`src/rtl/rom_bank_sel.sv`:
```
// Serial ROM-bank controller: captures 10-bit instructions shifted on `is` during `sync`,
// decodes immediate/delayed ROM selects, and polices instruction framing and sync loss.
module rom_bank_sel #(
  parameter int NBANK      = 8,
  parameter int BW         = 3,
  parameter int RESET_BANK = 0,
  parameter int WD_LIMIT   = 63
) (
  input  logic             cph2,
  input  logic             pon,
  input  logic             sync,
  input  logic             is,
  output logic [NBANK-1:0] rom_en,
  output logic [BW-1:0]    bank,
  output logic             pend_valid,
  output logic             sel_strobe,
  output logic             instr_err,
  output logic             sync_lost
);

  typedef enum logic [1:0] {IDLE, SHIFT, DECODE} state_t;

  localparam int             WDW      = $clog2(WD_LIMIT + 1);
  localparam logic [WDW-1:0] WD_MAX   = WDW'(WD_LIMIT);
  localparam logic [BW-1:0]  RST_BANK = BW'(RESET_BANK);
  localparam logic [NBANK-1:0] ONE    = NBANK'(1);
  localparam logic [6:0]     OP_IMM   = 7'b001_0000;
  localparam logic [6:0]     OP_DEL   = 7'b011_0100;

  state_t           state_q, state_d;
  logic [3:0]       cnt_q, cnt_d;
  logic [9:0]       ibuf_q, ibuf_d;
  logic [BW-1:0]    bank_q, bank_d;
  logic [BW-1:0]    pend_q, pend_d;
  logic             pend_valid_q, pend_valid_d;
  logic [NBANK-1:0] rom_en_q, rom_en_d;
  logic             sel_strobe_q, sel_strobe_d;
  logic             instr_err_q, instr_err_d;
  logic [WDW-1:0]   wd_q, wd_d;
  logic             sync_lost_q, sync_lost_d;
  logic             sync_prev_q, sync_prev_d;
  logic             sync_rise;
  logic [2:0]       tgt;
  logic             tgt_ok;

  always_comb begin
    state_d      = state_q;
    cnt_d        = cnt_q;
    ibuf_d       = ibuf_q;
    bank_d       = bank_q;
    pend_d       = pend_q;
    pend_valid_d = pend_valid_q;
    sel_strobe_d = 1'b0;
    instr_err_d  = 1'b0;
    sync_lost_d  = sync_lost_q;
    sync_prev_d  = sync;
    sync_rise    = sync & ~sync_prev_q;
    tgt          = ibuf_q[9:7];
    tgt_ok       = (32'(tgt) < 32'(NBANK));

    if (sync) ibuf_d = {is, ibuf_q[9:1]};

    if (sync_rise)            wd_d = '0;
    else if (wd_q == WD_MAX)  wd_d = WD_MAX;
    else                      wd_d = wd_q + WDW'(1);
    if (wd_d == WD_MAX) sync_lost_d = 1'b1;

    unique case (state_q)
      IDLE: begin
        if (sync) begin
          state_d = SHIFT;
          cnt_d   = 4'd1;
        end
      end
      SHIFT: begin
        if (sync) begin
          cnt_d = (cnt_q == 4'd15) ? 4'd15 : cnt_q + 4'd1;
        end else if (cnt_q == 4'd10) begin
          state_d     = DECODE;
          sync_lost_d = 1'b0;
        end else begin
          state_d     = IDLE;
          instr_err_d = 1'b1;
        end
      end
      DECODE: begin
        if (sync) begin
          // sync came back before the decode slot finished: treat as a new, misframed word
          state_d     = SHIFT;
          cnt_d       = 4'd1;
          instr_err_d = 1'b1;
        end else begin
          state_d = IDLE;
          if (ibuf_q[6:0] == OP_IMM) begin
            if (!tgt_ok) instr_err_d = 1'b1;
            else if (!sync_lost_q) begin
              bank_d       = BW'(tgt);
              pend_valid_d = 1'b0;
            end
          end else if (ibuf_q[6:0] == OP_DEL) begin
            if (!tgt_ok) instr_err_d = 1'b1;
            else if (!sync_lost_q) begin
              pend_d       = BW'(tgt);
              pend_valid_d = 1'b1;
            end
          end else if (ibuf_q[0] && pend_valid_q && !sync_lost_q) begin
            bank_d       = pend_q;
            pend_valid_d = 1'b0;
          end
          sel_strobe_d = (bank_d != bank_q);
        end
      end
      default: state_d = IDLE;
    endcase

    rom_en_d = ONE << bank_d;
  end

  always_ff @(posedge cph2 or posedge pon) begin
    if (pon) begin
      state_q      <= IDLE;
      cnt_q        <= '0;
      ibuf_q       <= '0;
      bank_q       <= RST_BANK;
      pend_q       <= '0;
      pend_valid_q <= 1'b0;
      rom_en_q     <= ONE << RST_BANK;
      sel_strobe_q <= 1'b0;
      instr_err_q  <= 1'b0;
      wd_q         <= '0;
      sync_lost_q  <= 1'b0;
      sync_prev_q  <= 1'b0;
    end else begin
      state_q      <= state_d;
      cnt_q        <= cnt_d;
      ibuf_q       <= ibuf_d;
      bank_q       <= bank_d;
      pend_q       <= pend_d;
      pend_valid_q <= pend_valid_d;
      rom_en_q     <= rom_en_d;
      sel_strobe_q <= sel_strobe_d;
      instr_err_q  <= instr_err_d;
      wd_q         <= wd_d;
      sync_lost_q  <= sync_lost_d;
      sync_prev_q  <= sync_prev_d;
    end
  end

  assign rom_en     = rom_en_q;
  assign bank       = bank_q;
  assign pend_valid = pend_valid_q;
  assign sel_strobe = sel_strobe_q;
  assign instr_err  = instr_err_q;
  assign sync_lost  = sync_lost_q;

endmodule

```
`config.mk`:
```
export PLATFORM = sky130hd
export DESIGN_NAME = rom_bank_sel
export DESIGN_NICKNAME = d
export VERILOG_FILES = /design/src/rtl/rom_bank_sel.sv
export SDC_FILE = /design/constraint.sdc
export NUM_CORES = 1
export LEC_CHECK = 0
export CAP_MARGIN = 20
export CORE_MARGIN = 3
export CORE_UTILIZATION = 42
export CTS_BUF_LIST = sky130_fd_sc_hd__clkbuf_16
export DETAILED_ROUTE_END_ITERATION = 6
export GPL_ROUTABILITY_DRIVEN = 1
export GPL_TIMING_DRIVEN = 0
export PLACE_DENSITY = 0.59
export RECOVER_POWER = 25
export SYNTH_ARGS = -nofsm -noshare
export SYNTH_HDL_FRONTEND = slang
export SYNTH_SLANG_ARGS = --single-unit
```
`constraint.sdc`:
```
create_clock -name cph2 -period 2.3 [get_ports cph2]
set_input_delay 0.46 -clock cph2 [delete_from_list [all_inputs] [get_ports cph2]]
set_output_delay 0.46 -clock cph2 [all_outputs]
set_load 0.05 [all_outputs]
```
# [Yosys cells after proc, flatten, opt, wreduce, memory -nomap -nowiden]
# Index checks and enable logic that the tools add are counted.
[classes] muxes=34 eq_ne=15 n_shift=1 n_bitwise=5 n_addsub=2 reduce_logical=11
[ops] op="$mux W3" count=8
[ops] op="$mux W1" count=15
[ops] op="$eq A6 B6 Y1 const B" count=2
[ops] op="$mux W4" count=3
[ops] op="$mux W6" count=2
[ops] op="$ne A2 B2 Y1 const B" count=5
[ops] op="$reduce_and A5 Y1" count=2
[ops] op="$eq A4 B4 Y1 const B" count=2
[ops] op="$pmux W4 S2" count=1
[ops] op="$shl A1 B3 Y8 const A" count=1
[ops] op="$eq A7 B5 Y1 const B" count=1
[ops] op="$eq A7 B6 Y1 const B" count=1
[ops] op="$add A6 B1 Y6 const B" count=1
[ops] op="$mux W2" count=3
[ops] op="$pmux W2 S3" count=1
[ops] op="$add A4 B1 Y4 const B" count=1
[ops] op="$not A1 Y1" count=4
[ops] op="$ne A3 B3 Y1" count=1
[ops] op="$reduce_and A3 Y1" count=1
[ops] op="$reduce_bool A3 Y1" count=1
[ops] op="$eq A2 B1 Y1 const B" count=1
[ops] op="$eq A2 B2 Y1 const B" count=1
[ops] op="$logic_and A1 B1 Y1" count=2
[ops] op="$logic_not A2 Y1" count=1
[ops] op="7 further kinds" count=7
[word_totals] elab_cells=80 inputBits=4 regBits=41 output_inout_bits=15

# [Logic depth before layout (Yosys ltp)]
[logic_depth] word_depth=10 mapped_depth=8 depth_no_buf=7

# [Worst setup path before layout]
# Ideal clock, no wire load.
[synth_path] path_kind="flip-flop to flip-flop" startpoint="register sync_lost_q, in the netlist sync_lost" endpoint="register rom_en_q[1], in the netlist rom_en[1]" t_required_ns=2.214 arrival_ns=1.914 path_stages_with_launch=7 slack_ns=0.300 setup_time_ns=0.086 path_buffers=1 period_less_slack_ns=2.000 path_cell_list="dfrtp_1 clkbuf_1 nand3b_1 nor2b_1 o21a_1 o31a_4 nor3_1"
[synth_between] elab_chain_cells=10 word_cells_on_any_way=11 cone_classes="shift: 1; mux: 8; reduce/logical: 2"
[synth_lines] element="start, declared" line_no="40" rtl="logic sync_lost_q, sync_lost_d;"
[synth_lines] element="start signal, assigned" line_no="144" rtl="sync_lost_q <= sync_lost_d;"
[synth_lines] element="$logic_not A1 Y1" line_no="106" rtl="end else if (ibuf_q[0] && pend_valid_q && !sync_lost_q) begin"
[synth_lines] element="$logic_and A1 B1 Y1" line_no="106"
[synth_lines] element="$mux W3" line_no="106"
[synth_lines] element="$mux W3" line_no="100" rtl="end else if (ibuf_q[6:0] == OP_DEL) begin"
[synth_lines] element="$mux W3 *" line_no="94" rtl="if (ibuf_q[6:0] == OP_IMM) begin"
[synth_lines] element="$mux W3 *" line_no="87" rtl="if (sync) begin"
[synth_lines] element="$mux W3 *" line_no="68" rtl="unique case (state_q)"
[synth_lines] element="$mux W3 *" line_no="87"
[synth_lines] element="$mux W3 *" line_no="68"
[synth_lines] element="$shl A1 B3 Y8 *" line_no="116" rtl="rom_en_d = ONE << bank_d;"
[synth_lines] element="via rom_en_d[1]" line_no="36" rtl="logic [NBANK-1:0] rom_en_q, rom_en_d;"
[synth_lines] element="end signal, assigned" line_no="127" rtl="rom_en_q <= ONE << RST_BANK;"
[synth_lines] element="end signal, assigned" line_no="140" rtl="rom_en_q <= rom_en_d;"
[synth_lines] element="end, declared" line_no="36"
# Mark *: on every way through the listed nets, which the timed path passes. The rest lies on a longest branch. The select of a mux whose other input is x is not followed.
# A chain may end at the register's enable or synchronous reset.

# [Worst setup path after layout]
[layout_path] startpoint="register state_q[0]" endpoint="register rom_en_q[4], in the netlist rom_en[4]"
[layout_between] elab_chain_cells=3
[layout_lines] element="start, declared" line_no="30" rtl="state_t state_q, state_d;"
[layout_lines] element="start signal, assigned" line_no="134" rtl="state_q <= state_d;"
[layout_lines] element="$eq A2 B2 Y1" line_no="68"
[layout_lines] element="$mux W3" line_no="68"
[layout_lines] element="via bank_d[1]" line_no="33" rtl="logic [BW-1:0] bank_q, bank_d;"
[layout_lines] element="$shl A1 B3 Y8" line_no="116"
[layout_lines] element="via rom_en_d[4]" line_no="36"
# The timed path passes the listed nets, and every way through them passes these cells.

==> out/qor.yml <==
crit_required_ns: 2.47
vias: 1465
min_period_ns: 2.10
yosys.area.top_type: "dfrtp_1"
period_share: 0.914
seq_area_frac_synth: 0.514
slew_viol_final: 0
cts_buffers: 5
crit_path_end_kind: "flop"
overflow: 0
synth_ff_type: "dfrtp_1"
root_buffer: "clkbuf_16"
cts_tree: "done"
drt_iter0_drc: 152
syn_nets: 197
hold_violations: 0
fmax_mhz: 476
die_w_um: 75.0
rsz0062_at_grt: "no"
syn_area_per_cell_um2: 10.7
worst_slew_pin_slew_ns: 1.49
drt_pass1_iterations: 4
finalSetupViolCount: 0
seqPwrFrac: 0.430
clk_pin_slew_ns: 0.06
post-synth-top-count-cell: "dfrtp_1"
num_rows: 24
holdBufCountCts: 0
dp_hpwl_um: 2780
viasPerCell: 5.55
p_total_mw: 2.24
clockBufferDepth: 2
die_h_um: 75.0
syn_area_um2: 2000
htree_levels: 2
crit_path_frequent_cell: "nand2b_1"
p_sw_frac: 0.300
synth_cell_types: 47
criticalPathCategory: "reg -> reg"
wl_um: 3920
drc_errors: 0
synth_top_area_share: 0.501
synth_seq_cells: 41
synthCells: 186
holdWs_ns: 0.502
dp.cells: 256
fin_cells: 264
p_clk_frac: 0.351
grt_max_degree: 42
area_growth_syn_to_layout_pct: 20.9
grt_pass1_vias: 1507
synth.cells.most_frequent: "40 x dfrtp_1, 16 x nor2_1, 13 x mux2_2"
cts_setup_buffers: 0
status: "finished, violations left"
diodes: 0
r2r_setup_slack_ns: 0.20
combPwrFrac: 0.219
startpoint_type: "flop"
ios: 19
die-area_um2: 5620
violations: "capacitance limit"
ir_worst_vdd_mv: 0.450
path_cells: "inv_1 > ha_1 > nand2b_1 > buf_2 > or4_1 > nand3_2 > nand2b_1 > nor2_1"
p_leak_nw: 1.06
switchingPower_mw: 0.674
slew_headroom: 0.00442
antenna_left: 0
coreArea_um2: 4470
grt_pass1_wl_um: 6760
gp_congestion: 0.899
grt_usage: 0.161
wire_per_inst_um: 14.9
synth_edf_count: 0
cp_num_buf_inv: 2
setup_tns_ns: 0
p_int_mw: 1.57
cp.arrival_ns: 2.27
antenna_found_initial: 0
cp_max_fo: 8
min_path_type: "reg -> reg"
layout-drive-gt1-share: 0.151
yosysWarnings: 0
cts_resized: 0
nNetsFinal: 222
cap_violations: 1
start_util: 0.446
clk_latency_ns: 0.28
cpPeakStageDelay_ns: 0.54
cts_sinks: 41
ys_top_cells_by_area: "dfrtp_1 50%, mux2_2 7.3%, ha_1 4.4%"
cp_top_family: "simple AND/OR/NAND/NOR gates"
async_flop_share: 1.00
p_per_area_nw_per_um2: 929
fin_worst_skew_ns: 0.00144
slowest_stage: "or4_1"
numPortBuffers: 18
cell families (layout without fill, tap and decap cells):
group,Yosys count,in the layout,synth area share
muxes,16,16,0.0883
and+or+nand+nor,67,67,0.182
DFF,41,41,0.514
AOI/OAI and AO/OA,34,34,0.119
adders and majority gates,7,7,0.0439
xor gates and xnor gates,5,5,0.0219
buffers and inverters,16,42,0.0307
worst paths after layout:
| path | from | endpoint | cells after the start |
|---|---|---|---|
| max in group asynchronous | pon | cnt_q[2] | 2 |
| setup reg to reg | state_q[0] | rom_en[4] | 8 |
| hold reg to reg | wd_q[0] | wd_q[0] | 1 |
| min in group asynchronous | pon | wd_q[1] | 2 |
| hold / removal | wd_q[0] | wd_q[0] | 1 |
| setup / recovery | state_q[0] | rom_en[4] | 8 |
metal layers:
layer	vias up	wire length, um	track usage
met2	22	1840	0.250
li1	713	-	-
met5	-	0	0
met4	0	94	0.0909
met1	722	1860	0.202
met3	8	124	0.0441
sequential cells by signal, summed over array words and instances (netlist names):
register	flops
state_q	2
sync_prev_q	1
ibuf_q	10
rom_en	8
pend_q	3
wd_q	6
sel_strobe	1
cnt_q	4
bank	3
pend_valid	1
instr_err	1
sync_lost	1
worst register-to-register path, stage by stage (launching register included):
cell	delay [ns]
dfrtp_1	0.41
inv_1	0.12
ha_1	0.29
nand2b_1	0.08
buf_2	0.17
or4_1	0.55
nand3_2	0.18
nand2b_1	0.15
nor2_1	0.05
final cells by class:
cell class / count / area [um2]
Fill cell: 406 / 2060
Sequential cell: 41 / 1030
Multi-Input combinational cell: 129 / 908
Timing Repair Buffer: 18 / 180
Clock buffer: 5 / 125
Tap cell: 52 / 65.1
Clock inverter: 3 / 46.3
Inverter: 10 / 37.5
Buffer: 6 / 23.8
cell usage in the layout (no fill, tap or decap), drive strengths merged, types with 2 or more instances in the layout:
cell type,instances
nand2b,6
nor3,7
nand2,11
clkbuf,8
clkdlybuf4s50,17
o31a,2
nand3,10
or2,2
nor4,2
o21ai,6
nand4,2
a211oi,2
o21a,2
xnor2,4
nor2,16
a21oi,10
or4,2
nor2b,4
dfrtp,40
a31oi,3
mux2i,3
mux2,13
buf,3
o211ai,2
inv,10
ha,7
metrics by stage:
stage,utilization,setup slack [ns],instance area [um2]
2_1_floorplan,-,0.300,2000
3_3_place_gp,0.501,-0.0868,2240
3_5_place_dp,0.501,-0.101,2240
4_1_cts,0.539,0.178,2410
5_1_grt,0.539,0.0126,2410
6_report,0.539,0.199,2410
power groups by stage:
stage	clock [mW]	combinational, mW	sequential, mW
2_1_floorplan	0	0.383	0.955
3_5_place_dp	0	0.492	0.973
3_3_place_gp	0	0.457	0.965
4_1_cts	0.810	0.496	0.961
6_report	0.788	0.492	0.963
5_1_grt	0.842	0.559	0.985
Note: power is estimated with default switching activity, not from simulation.
